## src/rtl/async_fifo_read_drainer.sv

```systemverilog
// Read-side drainer for an async FIFO read port.
// Pops the FIFO while room exists in a small in-order buffer, captures read_data
// READ_LATENCY cycles after each pop, and presents the words on a valid/ready
// stream. The buffer is sized so that words already in flight always have room.
module async_fifo_read_drainer #(
  parameter int FIFO_DATA_WIDTH = 32,
  parameter int READ_LATENCY    = 1,
  parameter int CNT_WIDTH       = 16
) (
  input  logic                       read_clk,
  input  logic                       read_reset,
  input  logic                       enable,
  output logic                       read_fifo_pop,
  input  logic                       read_fifo_empty,
  input  logic [FIFO_DATA_WIDTH-1:0] read_data,
  output logic                       m_valid,
  output logic [FIFO_DATA_WIDTH-1:0] m_data,
  input  logic                       m_ready,
  output logic                       busy,
  output logic [CNT_WIDTH-1:0]       pop_count
);

  localparam int BUF_DEPTH = READ_LATENCY + 2;
  localparam int PTR_W     = $clog2(BUF_DEPTH);
  localparam int OCC_W     = $clog2(BUF_DEPTH + 1);

  typedef enum logic [1:0] {IDLE, RUN, DRAIN} state_e;

  state_e                     state_q, state_d;
  logic [READ_LATENCY-1:0]    pipe_q, pipe_d;
  logic [FIFO_DATA_WIDTH-1:0] mem_q [BUF_DEPTH];
  logic [FIFO_DATA_WIDTH-1:0] mem_d [BUF_DEPTH];
  logic [PTR_W-1:0]           head_q, head_d;
  logic [PTR_W-1:0]           tail_q, tail_d;
  logic [OCC_W-1:0]           occ_q, occ_d;
  logic [CNT_WIDTH-1:0]       pop_count_q, pop_count_d;

  logic [OCC_W-1:0]           inflight;
  logic [OCC_W:0]             load;
  logic                       capture;
  logic                       xfer;

  function automatic logic [PTR_W-1:0] ptr_inc(input logic [PTR_W-1:0] p);
    return (p == PTR_W'(BUF_DEPTH - 1)) ? '0 : p + PTR_W'(1);
  endfunction

  assign m_valid   = (occ_q != '0);
  assign m_data    = mem_q[head_q];
  assign busy      = (state_q != IDLE);
  assign pop_count = pop_count_q;
  assign capture   = pipe_q[READ_LATENCY-1];
  assign xfer      = m_valid & m_ready;

  // Count outstanding pops and decide whether another one fits in the buffer.
  always_comb begin
    // NOTE: every comb output gets a default first so no path leaves it unassigned (no latch).
    inflight = '0;
    for (int i = 0; i < READ_LATENCY; i++) begin
      inflight = inflight + OCC_W'(pipe_q[i]);
    end
    load          = {1'b0, occ_q} + {1'b0, inflight};
    read_fifo_pop = (state_q == RUN) && !read_fifo_empty && (load < (OCC_W + 1)'(BUF_DEPTH));
  end

  // Next-state logic: RUN while enabled, then DRAIN until nothing is outstanding.
  always_comb begin
    state_d = state_q;
    unique case (state_q)
      IDLE:    if (enable) state_d = RUN;
      RUN:     if (!enable) state_d = DRAIN;
      DRAIN:   if (inflight == '0 && occ_q == '0) state_d = IDLE;
      default: state_d = IDLE;
    endcase
  end

  // Datapath next state: pop-flag shift, buffer write/read pointers, occupancy, counter.
  always_comb begin
    pipe_d[0] = read_fifo_pop;
    for (int i = 1; i < READ_LATENCY; i++) begin
      pipe_d[i] = pipe_q[i-1];
    end
    mem_d       = mem_q;
    head_d      = head_q;
    tail_d      = tail_q;
    occ_d       = occ_q;
    pop_count_d = pop_count_q + CNT_WIDTH'(read_fifo_pop);
    if (capture) begin
      mem_d[tail_q] = read_data;
      tail_d        = ptr_inc(tail_q);
    end
    if (xfer) begin
      head_d = ptr_inc(head_q);
    end
    unique case ({capture, xfer})
      2'b10:   occ_d = occ_q + OCC_W'(1);
      2'b01:   occ_d = occ_q - OCC_W'(1);
      default: occ_d = occ_q;
    endcase
  end

  // State register.
  always_ff @(posedge read_clk) begin
    // NOTE: sequential state uses non-blocking assignments so all registers update together.
    if (read_reset) state_q <= IDLE;
    else            state_q <= state_d;
  end

  // Datapath registers; reset discards anything buffered or in flight.
  always_ff @(posedge read_clk) begin
    if (read_reset) begin
      pipe_q      <= '0;
      // NOTE: the buffer is a small register array and is cleared so m_data reads 0 after reset.
      for (int i = 0; i < BUF_DEPTH; i++) mem_q[i] <= '0;
      head_q      <= '0;
      tail_q      <= '0;
      occ_q       <= '0;
      pop_count_q <= '0;
    end else begin
      pipe_q      <= pipe_d;
      mem_q       <= mem_d;
      head_q      <= head_d;
      tail_q      <= tail_d;
      occ_q       <= occ_d;
      pop_count_q <= pop_count_d;
    end
  end

  // Overflow guard: a capture into a full buffer with no transfer would lose a word.
  always_ff @(posedge read_clk) begin
    if (!read_reset) begin
      overflow_chk: assert (!(capture && !xfer && occ_q == OCC_W'(BUF_DEPTH)));
    end
  end

endmodule
```

## config.mk

```make
export PLATFORM = sky130hd
export DESIGN_NAME = async_fifo_read_drainer
export DESIGN_NICKNAME = d
export VERILOG_FILES = /design/src/rtl/async_fifo_read_drainer.sv
export SDC_FILE = /design/constraint.sdc
export NUM_CORES = 1
export LEC_CHECK = 0
export ABC_AREA = 1
export BUFFER_PORTS_ARGS = -buffer_cell sky130_fd_sc_hd__buf_2
export CORE_MARGIN = 4
export CORE_UTILIZATION = 39
export CTS_BUF_LIST = sky130_fd_sc_hd__clkbuf_4 sky130_fd_sc_hd__clkbuf_8
export DETAILED_ROUTE_END_ITERATION = 16
export GPL_ROUTABILITY_DRIVEN = 0
export PLACE_DENSITY = 0.63
export SLEW_MARGIN = 20
export SYNTH_ARGS = -nofsm -noshare
export SYNTH_HDL_FRONTEND = slang
export SYNTH_SLANG_ARGS = --single-unit
export TNS_END_PERCENT = 10
```

## constraint.sdc

```tcl
create_clock -name read_clk -period 4.7 [get_ports read_clk]
set_clock_uncertainty 0.15 [all_clocks]
set_input_delay 0.235 -clock read_clk [delete_from_list [all_inputs] [get_ports read_clk]]
set_output_delay 0.235 -clock read_clk [all_outputs]
set_load 0.01 [all_outputs]
```

==> impl_results.md <==
- Library cells used by synthesis: 31
- LEAKAGE: 0.00263 µW
- Avg Inst Size Synth: 7.46 µm²
- Number of global-route vias before repair: 4746
- H-tree depth: 4
- Maximum clock insertion buffer count: 2
- Multiplexer area fraction after synthesis: 0%
- Share of post-route cells with drive strength above 1: 17.2%
- Overall Power: 2040 µW
- Post-synthesis xor/xnor area fraction: 0.170%
- Post-DRT Antenna Nets: 0
- Gr usage total: 19.0%
- Vias: 4868
- WP data required: 4920 ps
- Status: complete, no violations
- Mapped cell area: 0.00514 mm²
- Clock transition at the registers of the reported paths: 60 ps
- Root Buffer: clkbuf_8
- Min cycle time layout: 2520 ps
- Initial core utilization: 40.2%
- Rel. slew slack: 36.5%
- Compound-Gate Fraction of Synth Area: 20.0%
- Mapped Nets: 731
- Setup WS post-layout: 2180 ps
- HPWL after detailed placement: 8.03 mm
- IO Port Bufs: 87
- Fin. Hold Viols: 0
- Initial antenna violation count: 0
- P&R area growth vs syn: 21.7%
- Worst-Skew Late Latency: 420 ps
- Register area share after synthesis: 47.1%
- Setup violations, final: 0
- Die Ht: 123 µm
- Worst hold path type: reg2reg
- Global route overflow: 0
- CTS tree: yes
- Crit path DAT: 2730 ps
- Unrepaired setup endpoints after global routing: false
- Critical-path maximum fanout: 8
- Layout fillers: 1265
- First-iteration detailed-routing DRC count: 365
- Adder and majority cell fraction of the synthesized area: 1.22%
- Synth Warn #: 0
- Max Slew Vio Count: 0
- DP Area: 0.00555 mm²
- VDD IR-drop max: 193 µV
- Via-per-instance ratio: 4.97
- Die ar.: 0.0151 mm²
- Nets: 838
- WL final: 13.6 mm
- First-pass GRT wire length: 22.7 mm
- Slew @ Worst Pin: 951 ps
- Post-Synth Simple-Gate Area: 21.9%
- Class of the most critical setup path: reg2reg
- Kind of end point of the critical path: register
- Largest net degree at the start of global routing: 66
- Chip width: 123 µm
- Postcts setup bufs: 0
- Post-Layout Inst Area: 0.00625 mm²
- Drt drc: 0
- Largest family of logic cells by synthesized area: simple AND/OR/NAND/NOR gates
- IO Pins: 88
- Post-Synthesis Cells: 689
- N_diodes: 0
- Num CTS Buffers: 17
- Clock sinks: 121
- Pwr Density: 326 mW/mm²
- Max Freq: 398 MHz
- Period utilization: 53.5%
- Cell row count: 41
- Drt wl/cell: 13.9 µm
- Crit start category: register
- Post-Place Setup Slack: 2200 ps
- Total negative slack: 0 ps
- Max-cap check violation count: 0
- Core box area: 0.0128 mm²
- Worst Hold Slack: 277 ps
- Drt first pass iters: 5
- #FFs+latches synth: 121
## metal layers
layer / GRT usage [%] / up-vias / wire length, µm
li1: - / 2457 / -
met2: 32.0 / 132 / 6440
met5: 0 / - / 0
met4: 7.63 / 0 / 201
met3: 5.16 / 22 / 891
met1: 22.9 / 2257 / 6080
## area by class of cell
cell class                 count  area [µm²]  area share (%)
clock inverter                 9        50.0           0.800
sequential                   121        2420            38.7
inverter                      55         206            3.30
clock buffer                  22         290            4.64
multi-input combinational    472        2230            35.6
tap                          172         215            3.44
timing repair buffer         129         841            13.4
## Yosys cell counts (all sizes together)
master  number  area, µm²
o21bai       1       7.51
o211ai      32        250
nor4         1       6.26
o21ai      103        527
nor3         5       36.3
dfxtp      121       2420
a21oi       46        230
nor2       158        611
buf         28        233
xnor2        1       8.76
nand3b       1       7.51
ha           5       62.6
o21a         1       7.51
or2          1       6.26
nand3        9       45.0
inv         55        206
nand2      103        389
nand4        4       25.0
clkbuf      13       50.0
a21o         1       7.51
## where the power goes
part	total (µW)	internal [µW]	switching [µW]
sequential	1050	1040	9.17
combinational	185	70.4	115
clock	802	408	394
total	2040	1520	518
## cell families after synthesis
logic type,count (synthesis)
AO/OA/AOI/OAI,184
XOR/XNOR,1
adder cells (fa/ha/maj),5
buffers and inverters,96
flip-flops,121
AND/OR/NAND/NOR,282
## registers in the layout, summed over array words and instances, names as in the netlist
register / cells
occ_q: 2
head_q: 2
pop_count: 16
mem_q: 96
tail_q: 2
state_q: 2
capture: 1
## what timing repair did
action                    4_1_cts  5_1_grt
hold buffers                   36        0
gates resized for setup         0        0
hold endpoints to repair      104        0
## per-stage QoR
stage | cells | util [%]
3_3_place_gp | 913 | 43.5
4_1_cts | 980 | 49.0
2_1_floorplan | 689 | -
5_1_grt | 980 | 49.0
3_5_place_dp | 913 | 43.5
6_report | 980 | 49.0
## worst max-delay path: stages, from the launching register on
cell	delay (ps)
dfxtp_1	350
ha_1	200
ha_1	260
a21o_1	170
nor3_1	240
ha_1	230
ha_1	190
nand3_1	150
nor2_4	210
nand3_1	120
nand2_1	70
nand2_1	40
nor2_1	90
## path summary, 6_finish.rpt
kind | start | end | slack [ps] | cells after the start
max reg2reg | capture$_SDFF_PP0_ | pop_count[12]$_SDFF_PP0_ | 2180 | 12
max | capture$_SDFF_PP0_ | pop_count[12]$_SDFF_PP0_ | 2180 | 12
min | state_q[1]$_SDFFE_PP0P_ | state_q[0]$_SDFFE_PP0P_ | 280 | 1
min reg2reg | state_q[1]$_SDFFE_PP0P_ | state_q[0]$_SDFFE_PP0P_ | 280 | 1
## placed cells by master (no fill, tap or decap)
cell and count:
clkinvlp_4 2, o21ai_0 82, o211ai_2 2, o21bai_1 1, nand3b_1 1, o211ai_1 30, inv_1 51, nor2_2 2
o21ai_2 3, nor3_4 1, ha_1 5, a21o_1 1, inv_2 4, nor2_1 154, a21oi_1 46, dfxtp_1 121
or2_1 1, clkbuf_4 2, o21ai_1 18, nor3_1 4, dlygate4sd3_1 36, nor4_1 1, xnor2_1 1, nand3_1 9
clkinv_2 7, buf_4 6, nand2_1 102, o21a_1 1, nand2_2 1, clkbuf_8 20, nand4_1 4, buf_2 87
nor2_4 2
No activity file was read; power rests on OpenSTA's default activity.
